===== config.mk =====
export PLATFORM = sky130hd
export DESIGN_NAME = core_id_pipe_flat
export DESIGN_NICKNAME = d
export VERILOG_FILES = /design/src/rtl/core_id_pipe_if.sv /design/src/rtl/core_id_pipe.sv /design/src/flat_wrapper.sv
export SDC_FILE = /design/constraint.sdc
export NUM_CORES = 1
export LEC_CHECK = 0
export ABC_CLOCK_PERIOD_IN_PS = 4600
export BUFFER_PORTS_ARGS = -buffer_cell sky130_fd_sc_hd__clkbuf_2
export CORE_ASPECT_RATIO = 0.7
export CORE_UTILIZATION = 52
export CTS_BUF_LIST = sky130_fd_sc_hd__clkbuf_4 sky130_fd_sc_hd__clkbuf_8
export DETAILED_ROUTE_END_ITERATION = 6
export PLACE_DENSITY = 0.89
export SLEW_MARGIN = 15
export SYNTH_ARGS = -nofsm -noshare
export SYNTH_HDL_FRONTEND = slang
export SYNTH_SLANG_ARGS = --single-unit

===== constraint.sdc =====
create_clock -name clk -period 4.6 [get_ports clk]
set_input_delay 0 -clock clk [delete_from_list [all_inputs] [get_ports clk]]
set_output_delay 0 -clock clk [all_outputs]
set_load 0.005 [all_outputs]

===== src/rtl/core_id_pipe_if.sv =====
// core_id_pipe_if: IF/ID-to-EX decode stage bus; upstream handshake, regfile read, hazard inputs and decoded outputs.
interface core_id_pipe_if #(
    parameter int XLEN   = 32,
    parameter int ADDR_W = 32,
    parameter int CNT_W  = 16
);
    logic              in_valid;
    logic              in_ready;
    logic [31:0]       inst_in;
    logic [ADDR_W-1:0] inst_addr_in;
    logic [4:0]        read_reg1_addr_out;
    logic [4:0]        read_reg2_addr_out;
    logic [XLEN-1:0]   read_reg1_data_in;
    logic [XLEN-1:0]   read_reg2_data_in;
    logic              ex_load_in;
    logic [4:0]        ex_rd_in;
    logic              flush_in;
    logic              out_valid;
    logic              out_ready;
    logic [ADDR_W-1:0] inst_addr_out;
    logic              reg_we_out;
    logic [4:0]        reg_write_addr_out;
    logic [XLEN-1:0]   opnum1_out;
    logic [XLEN-1:0]   opnum2_out;
    logic [3:0]        func_out;
    logic              eval_en;
    logic              illegal_out;
    logic [CNT_W-1:0]  stall_cnt_out;

    modport slave (
        input  in_valid, inst_in, inst_addr_in, read_reg1_data_in, read_reg2_data_in,
               ex_load_in, ex_rd_in, flush_in, out_ready,
        output in_ready, read_reg1_addr_out, read_reg2_addr_out, out_valid, inst_addr_out,
               reg_we_out, reg_write_addr_out, opnum1_out, opnum2_out, func_out, eval_en,
               illegal_out, stall_cnt_out
    );

    modport master (
        output in_valid, inst_in, inst_addr_in, read_reg1_data_in, read_reg2_data_in,
               ex_load_in, ex_rd_in, flush_in, out_ready,
        input  in_ready, read_reg1_addr_out, read_reg2_addr_out, out_valid, inst_addr_out,
               reg_we_out, reg_write_addr_out, opnum1_out, opnum2_out, func_out, eval_en,
               illegal_out, stall_cnt_out
    );
endinterface


===== src/rtl/core_id_pipe.sv =====
// core_id_pipe: registered RV32I ALU-subset decode stage with load-use stall detection,
// valid/ready output register, flush and a saturating stall-cycle counter.
module core_id_pipe #(
    parameter int XLEN   = 32,
    parameter int ADDR_W = 32,
    parameter int CNT_W  = 16
) (
    input logic clk,
    input logic rst,
    core_id_pipe_if.slave bus
);
    localparam logic [6:0] OP = 7'b0110011, OPI = 7'b0010011, LUI = 7'b0110111, AUIPC = 7'b0010111;

    logic [31:0] inst;
    logic [6:0]  opc;
    logic [4:0]  rs1, rs2, rd;
    logic [2:0]  f3;
    logic        alt;
    assign inst = bus.inst_in;
    assign opc  = inst[6:0];
    assign rs1  = inst[19:15];
    assign rs2  = inst[24:20];
    assign rd   = inst[11:7];
    assign f3   = inst[14:12];
    assign alt  = inst[30];

    function automatic logic [3:0] alu_fn(input logic [2:0] f, input logic a);
        case (f)
            3'd0:    alu_fn = a ? 4'd1 : 4'd0;
            3'd1:    alu_fn = 4'd2;
            3'd2:    alu_fn = 4'd3;
            3'd3:    alu_fn = 4'd4;
            3'd4:    alu_fn = 4'd5;
            3'd5:    alu_fn = a ? 4'd7 : 4'd6;
            3'd6:    alu_fn = 4'd8;
            default: alu_fn = 4'd9;
        endcase
    endfunction

    logic            use1, use2, we, en, ill;
    logic [XLEN-1:0] op1, op2;
    logic [3:0]      fn;

    always_comb begin
        use1 = 1'b0;
        use2 = 1'b0;
        we   = 1'b0;
        en   = 1'b0;
        ill  = 1'b0;
        op1  = '0;
        op2  = '0;
        fn   = 4'd0;
        case (opc)
            OP: begin
                use1 = 1'b1;
                use2 = 1'b1;
                we   = 1'b1;
                en   = 1'b1;
                op1  = bus.read_reg1_data_in;
                op2  = bus.read_reg2_data_in;
                fn   = alu_fn(f3, alt);
            end
            OPI: begin
                use1 = 1'b1;
                we   = 1'b1;
                en   = 1'b1;
                op1  = bus.read_reg1_data_in;
                op2  = (f3 == 3'b001 || f3 == 3'b101) ? XLEN'(inst[24:20])
                                                      : {{(XLEN-12){inst[31]}}, inst[31:20]};
                // Only the shift-right slot has an alternate form; bit 30 of an ADDI immediate is data.
                fn   = alu_fn(f3, alt & (f3 == 3'b101));
            end
            LUI: begin
                we  = 1'b1;
                en  = 1'b1;
                op2 = XLEN'({inst[31:12], 12'b0});
            end
            AUIPC: begin
                we  = 1'b1;
                en  = 1'b1;
                op1 = XLEN'(bus.inst_addr_in);
                op2 = XLEN'({inst[31:12], 12'b0});
            end
            default: ill = 1'b1;
        endcase
    end

    logic hazard, accept;
    logic valid_q, valid_d, we_q, we_d, en_q, en_d, ill_q, ill_d;
    logic [ADDR_W-1:0] pc_q, pc_d;
    logic [4:0]        rd_q, rd_d;
    logic [XLEN-1:0]   op1_q, op1_d, op2_q, op2_d;
    logic [3:0]        fn_q, fn_d;
    logic [CNT_W-1:0]  cnt_q, cnt_d;

    assign hazard = bus.in_valid & bus.ex_load_in & (bus.ex_rd_in != 5'd0) &
                    ((use1 & (rs1 == bus.ex_rd_in)) | (use2 & (rs2 == bus.ex_rd_in)));
    assign bus.in_ready = (!valid_q | bus.out_ready) & !hazard & !bus.flush_in;
    assign accept = bus.in_valid & bus.in_ready;
    assign bus.read_reg1_addr_out = use1 ? rs1 : 5'd0;
    assign bus.read_reg2_addr_out = use2 ? rs2 : 5'd0;

    always_comb begin
        valid_d = bus.flush_in ? 1'b0 : accept ? 1'b1 : bus.out_ready ? 1'b0 : valid_q;
        pc_d    = accept ? bus.inst_addr_in : pc_q;
        we_d    = accept ? we : we_q;
        rd_d    = accept ? rd : rd_q;
        op1_d   = accept ? op1 : op1_q;
        op2_d   = accept ? op2 : op2_q;
        fn_d    = accept ? fn : fn_q;
        en_d    = accept ? en : en_q;
        ill_d   = accept ? ill : ill_q;
        cnt_d   = (hazard && cnt_q != '1) ? cnt_q + 1'b1 : cnt_q;
    end

    always_ff @(posedge clk or negedge rst) begin
        if (!rst) begin
            valid_q <= 1'b0;
            pc_q    <= '0;
            we_q    <= 1'b0;
            rd_q    <= '0;
            op1_q   <= '0;
            op2_q   <= '0;
            fn_q    <= '0;
            en_q    <= 1'b0;
            ill_q   <= 1'b0;
            cnt_q   <= '0;
        end else begin
            valid_q <= valid_d;
            pc_q    <= pc_d;
            we_q    <= we_d;
            rd_q    <= rd_d;
            op1_q   <= op1_d;
            op2_q   <= op2_d;
            fn_q    <= fn_d;
            en_q    <= en_d;
            ill_q   <= ill_d;
            cnt_q   <= cnt_d;
        end
    end

    assign bus.out_valid          = valid_q;
    assign bus.inst_addr_out      = pc_q;
    assign bus.reg_we_out         = we_q;
    assign bus.reg_write_addr_out = rd_q;
    assign bus.opnum1_out         = op1_q;
    assign bus.opnum2_out         = op2_q;
    assign bus.func_out           = fn_q;
    assign bus.eval_en            = en_q;
    assign bus.illegal_out        = ill_q;
    assign bus.stall_cnt_out      = cnt_q;
endmodule


===== src/flat_wrapper.sv =====
// flat-port wrapper written by rule: the top's interface ports become plain ports
module core_id_pipe_flat 
#(
    parameter int XLEN   = 32,
    parameter int ADDR_W = 32,
    parameter int CNT_W  = 16
)
  (clk, rst, bus_in_valid, bus_inst_in, bus_inst_addr_in, bus_read_reg1_data_in, bus_read_reg2_data_in, bus_ex_load_in, bus_ex_rd_in, bus_flush_in, bus_out_ready, bus_in_ready, bus_read_reg1_addr_out, bus_read_reg2_addr_out, bus_out_valid, bus_inst_addr_out, bus_reg_we_out, bus_reg_write_addr_out, bus_opnum1_out, bus_opnum2_out, bus_func_out, bus_eval_en, bus_illegal_out, bus_stall_cnt_out);
  core_id_pipe_if #(.XLEN(XLEN), .ADDR_W(ADDR_W), .CNT_W(CNT_W)) bus_i ();
  input logic clk;
  input logic rst;
  input wire logic [$bits(bus_i.in_valid)-1:0] bus_in_valid;
  input wire logic [$bits(bus_i.inst_in)-1:0] bus_inst_in;
  input wire logic [$bits(bus_i.inst_addr_in)-1:0] bus_inst_addr_in;
  input wire logic [$bits(bus_i.read_reg1_data_in)-1:0] bus_read_reg1_data_in;
  input wire logic [$bits(bus_i.read_reg2_data_in)-1:0] bus_read_reg2_data_in;
  input wire logic [$bits(bus_i.ex_load_in)-1:0] bus_ex_load_in;
  input wire logic [$bits(bus_i.ex_rd_in)-1:0] bus_ex_rd_in;
  input wire logic [$bits(bus_i.flush_in)-1:0] bus_flush_in;
  input wire logic [$bits(bus_i.out_ready)-1:0] bus_out_ready;
  output wire logic [$bits(bus_i.in_ready)-1:0] bus_in_ready;
  output wire logic [$bits(bus_i.read_reg1_addr_out)-1:0] bus_read_reg1_addr_out;
  output wire logic [$bits(bus_i.read_reg2_addr_out)-1:0] bus_read_reg2_addr_out;
  output wire logic [$bits(bus_i.out_valid)-1:0] bus_out_valid;
  output wire logic [$bits(bus_i.inst_addr_out)-1:0] bus_inst_addr_out;
  output wire logic [$bits(bus_i.reg_we_out)-1:0] bus_reg_we_out;
  output wire logic [$bits(bus_i.reg_write_addr_out)-1:0] bus_reg_write_addr_out;
  output wire logic [$bits(bus_i.opnum1_out)-1:0] bus_opnum1_out;
  output wire logic [$bits(bus_i.opnum2_out)-1:0] bus_opnum2_out;
  output wire logic [$bits(bus_i.func_out)-1:0] bus_func_out;
  output wire logic [$bits(bus_i.eval_en)-1:0] bus_eval_en;
  output wire logic [$bits(bus_i.illegal_out)-1:0] bus_illegal_out;
  output wire logic [$bits(bus_i.stall_cnt_out)-1:0] bus_stall_cnt_out;
  assign bus_i.in_valid = bus_in_valid;
  assign bus_i.inst_in = bus_inst_in;
  assign bus_i.inst_addr_in = bus_inst_addr_in;
  assign bus_i.read_reg1_data_in = bus_read_reg1_data_in;
  assign bus_i.read_reg2_data_in = bus_read_reg2_data_in;
  assign bus_i.ex_load_in = bus_ex_load_in;
  assign bus_i.ex_rd_in = bus_ex_rd_in;
  assign bus_i.flush_in = bus_flush_in;
  assign bus_i.out_ready = bus_out_ready;
  assign bus_in_ready = bus_i.in_ready;
  assign bus_read_reg1_addr_out = bus_i.read_reg1_addr_out;
  assign bus_read_reg2_addr_out = bus_i.read_reg2_addr_out;
  assign bus_out_valid = bus_i.out_valid;
  assign bus_inst_addr_out = bus_i.inst_addr_out;
  assign bus_reg_we_out = bus_i.reg_we_out;
  assign bus_reg_write_addr_out = bus_i.reg_write_addr_out;
  assign bus_opnum1_out = bus_i.opnum1_out;
  assign bus_opnum2_out = bus_i.opnum2_out;
  assign bus_func_out = bus_i.func_out;
  assign bus_eval_en = bus_i.eval_en;
  assign bus_illegal_out = bus_i.illegal_out;
  assign bus_stall_cnt_out = bus_i.stall_cnt_out;
  core_id_pipe #(.XLEN(XLEN), .ADDR_W(ADDR_W), .CNT_W(CNT_W)) u_core (.clk(clk), .rst(rst), .bus(bus_i));
endmodule

==> metrics.md <==
| Metric | Value |
|---|---|
| Drc violations | `0` |
| VDD IR max | `0.000234 V` |
| FF+latch count, synth | `124` |
| CTS tree | `built` |
| H-tree levels | `4` |
| Pin count of the biggest net entering global routing | `65` |
| Vias/cell | `5.73` |
| Hold Crit Class | `input pin to register` |
| Setup Slack @ Placement | `1.83 ns` |
| I/O pins | `275` |
| Setup CP Type | `input pin to register` |
| Largest cells by area after synthesis | `dfrtp_1 (54%), mux2_4 (7.4%), nand2_1 (5.5%)` |
| Worst-Margin Slew | `1.08 ns` |
| Routed WL per cell | `19.8 µm` |
| Syn Inst Count | `510` |
| Hold_ws | `0.0293 ns` |
| DPL Wire Length | `12.2 mm` |
| DRT Wirelength | `20.9 mm` |
| Max-Cap Viols | `0` |
| Max Clk Rate | `0.405 GHz` |
| GRT Overall Usage | `37.5%` |
| Core region area | `0.0105 mm²` |
| Final Skew | `0.0138 ns` |
| Crit path DAT | `2.79 ns` |
| Chip width | `127 µm` |
| Biggest area consumer among synthesized cells | `dfrtp_1` |
| Register area share after synthesis | `54.4%` |
| # Post-CTS Setup Buffers | `0` |
| Cts repair resizes | `0` |
| Switching Fraction | `28.0%` |
| WHS Path Cells | `3` |
| Worst endpoint required time | `4.92 ns` |
| DR vias | `6071` |
| Final instance area | `0.00878 mm²` |
| Post-Layout Cell Count | `1059` |
| Starting density of the core | `54.3%` |
| Utilization after layout | `83.5%` |
| # port buffers | `274` |
| Die ar. | `0.0114 mm²` |
| Hold path start | `bus_inst_in[23]` |
| Comb pwr share | `17.1%` |
| Largest stage delay, worst path | `0.77 ns` |
| CP bufs+invs | `3` |
| Reg2reg setup slack | `2.39 ns` |
| Layout cells sized above 1 | `39.5%` |
| Final Hold Fails | `0` |
| Share of the synthesized area in the top cell type | `54.4%` |
| Yosys synthesis warning count | `0` |
| Most frequent cells in the layout | `clkbuf_2 (273), dlygate4sd3_1 (127), dfrtp_1 (124), nand2_1 (83), o21ai_0 (61)` |
| Post-synth EDFFs | `0` |
| TritonRoute pass-1 iters | `5` |
| Clk Latency, worst-skew pair | `0.43 ns` |
| Crit-path cells | `clkbuf_2 -> nand3_1 -> nor4_4 -> buf_4 -> and2_1 -> a221oi_1 -> dlygate4sd3_1 -> o21ai_0` |
| Grt ovf | `0` |
| Clk slew on worst S/H paths | `0.08 ns` |
| Clock sink count | `124` |
| Fin crit share | `53.6%` |
| Multi-input gate area | `0.00241 mm²` |
| Clock power share | `34.6%` |
| FP Rows | `31` |
| Critical path fanouts, max | `45` |
| Placer Congestion | `0.918` |
| Worst path top cell family by delay | `buffers and inverters` |
| Reg2reg end | `u_core.bus.stall_cnt_out[1]` |
| Sw Pwr | `0.693 mW` |
| Die height | `89.6 µm` |
| Crit path launch type | `input pin` |
| Min-Delay Endpoint | `u_core.bus.opnum2_out[3]` |
| P per Cell Area | `282 mW/mm²` |
| Seq pwr share | `48.3%` |
| DR iter-0 viols | `530` |
| Fin nets | `1038` |
| Avg Synthesized Cell Area | `11.2 µm²` |
| Slew Limit Fails | `0` |
| Reg2Reg Depth | `5` |
| Worst path setup slack after routing | `2.13 ns` |
| First-pass GRT wire length | `32.1 mm` |
| Leak pwr | `4.35 nW` |
| FILL cells | `535` |
| Critical path capture point type | `register` |
| Status | `complete, no violations` |
| Total Neg Setup Slack | `0 ns` |
| Synth async-reset ratio | `100%` |
| R2r startpoint | `u_core.bus.stall_cnt_out[0]` |
| Synth Net Count | `650` |
| Vias in the first global route | `6174` |
| Unrepaired setup endpoints after global routing | `no` |
| Top_reg_cell synth | `dfrtp_1` |
| TritonCTS Buffers | `17` |
| Fin crit period | `2.47 ns` |
| Netlist cell types | `45` |
| Commonest non-fill, non-tap cell in the layout | `clkbuf_2` |
| Max stage delay cell, worst path | `and2_1` |
| Area Overhead vs Synth | `53.9%` |
| Final setup fails | `0` |
| Register Area | `0.00310 mm²` |
| Placed Area | `0.00716 mm²` |
| DP Cell Count | `900` |
| Hold buffers post-CTS | `127` |
| Clock root cell | `clkbuf_8` |
| Mapped Area | `0.00570 mm²` |
| Max Buffers Root-to-Sink | `2` |
| Total Power | `2.48 mW` |
| Antenna diodes | `0` |
| Post-route ant nets | `0` |
| Slew HR | `27.4%` |
| Initial antenna violation count | `0` |
| P_int | `1.78 mW` |
## layer usage
layer / track usage, % / part of all wire, % / vias to the layer above
met4: 22.4 / 4.5 / 0
met5: 0 / 0 / -
met1: 42.4 / 36 / 2880
met3: 12.1 / 9.9 / 115
li1: - / - / 2614
met2: 64.0 / 49 / 462
## kinds of logic (layout without fill, tap and decap cells)
group	Yosys count	count (layout)	share of synthesized area [%]
buffers and inverters	42	443	3.66
multiplexers	44	44	10.4
XOR/XNOR	25	25	3.84
AND/OR/NAND/NOR	134	134	11.4
adder cells (fa/ha/maj)	1	1	0.219
AO/OA/AOI/OAI	140	140	16.1
flip-flops	124	124	54.4
## cell usage after synthesis (2+ instances only)
cell type  number
dfrtp_1       124
nand2_1        83
o21ai_0        61
a22oi_1        32
mux2_4         28
clkbuf_1       23
a221oi_1       20
xnor2_1        15
mux2_2         11
and3_1         10
o21ai_1        10
xor2_1         10
and2_1          8
buf_2           8
nand4_1         8
a22o_1          6
nand3_1         6
mux2i_1         5
buf_6           4
inv_1           4
a21oi_1         3
buf_4           3
nand2b_1        3
nor3_1          3
nor2_1          2
## area by class of cell
type                            count  share of cell area [%]
Sequential cell                   124                    35.3
Timing Repair Buffer              407                    30.9
Tap cell                          148                    2.11
Multi-Input combinational cell    344                    27.5
Clock buffer                       19                    2.91
Inverter                            4                   0.171
Clock inverter                     13                    1.08
## power by group through the flow
stage / sequential, mW / combinational [mW] / clock, mW
2_1_floorplan: 1.21 / 0.139 / 0
3_3_place_gp: 1.21 / 0.315 / 0
3_5_place_dp: 1.21 / 0.329 / 0
4_1_cts: 1.19 / 0.407 / 0.862
5_1_grt: 1.20 / 0.452 / 0.914
6_report: 1.20 / 0.424 / 0.857
## registers in the layout (all words and copies together), names as in the netlist
| name | flops |
|---|---|
| u_core.bus.opnum2_out | 32 |
| u_core.bus.illegal_out | 1 |
| u_core.bus.stall_cnt_out | 16 |
| u_core.bus.out_valid | 1 |
| u_core.bus.reg_write_addr_out | 5 |
| u_core.bus.inst_addr_out | 32 |
| u_core.bus.opnum1_out | 32 |
| u_core.bus.func_out | 4 |
| u_core.bus.reg_we_out | 1 |
## worst reg2reg max path, cell delays in order (launching register included)
cell	delay (ns)
dfrtp_1	0.45
ha_1	0.27
and3_1	0.25
and4_1	0.26
nor3_4	0.47
mux2_2	0.41
## how the worst max path moves through the flow
stage          slack, ns                      endpoint                        start  cells after the start
5_1_grt             2.04  u_core.bus.inst_addr_out[31]              bus_inst_in[22]                      7
3_5_place_dp        1.83  u_core.bus.inst_addr_out[31]              bus_inst_in[22]                      7
2_1_floorplan       2.68   u_core.bus.stall_cnt_out[8]  u_core.bus.stall_cnt_out[0]                      8
4_1_cts             2.29  u_core.bus.inst_addr_out[31]              bus_inst_in[22]                      7
3_3_place_gp        1.91  u_core.bus.inst_addr_out[31]              bus_inst_in[22]                      7
6_report            2.13     u_core.bus.opnum2_out[29]               bus_inst_in[4]                      8
(Power assumes the default switching activity.)
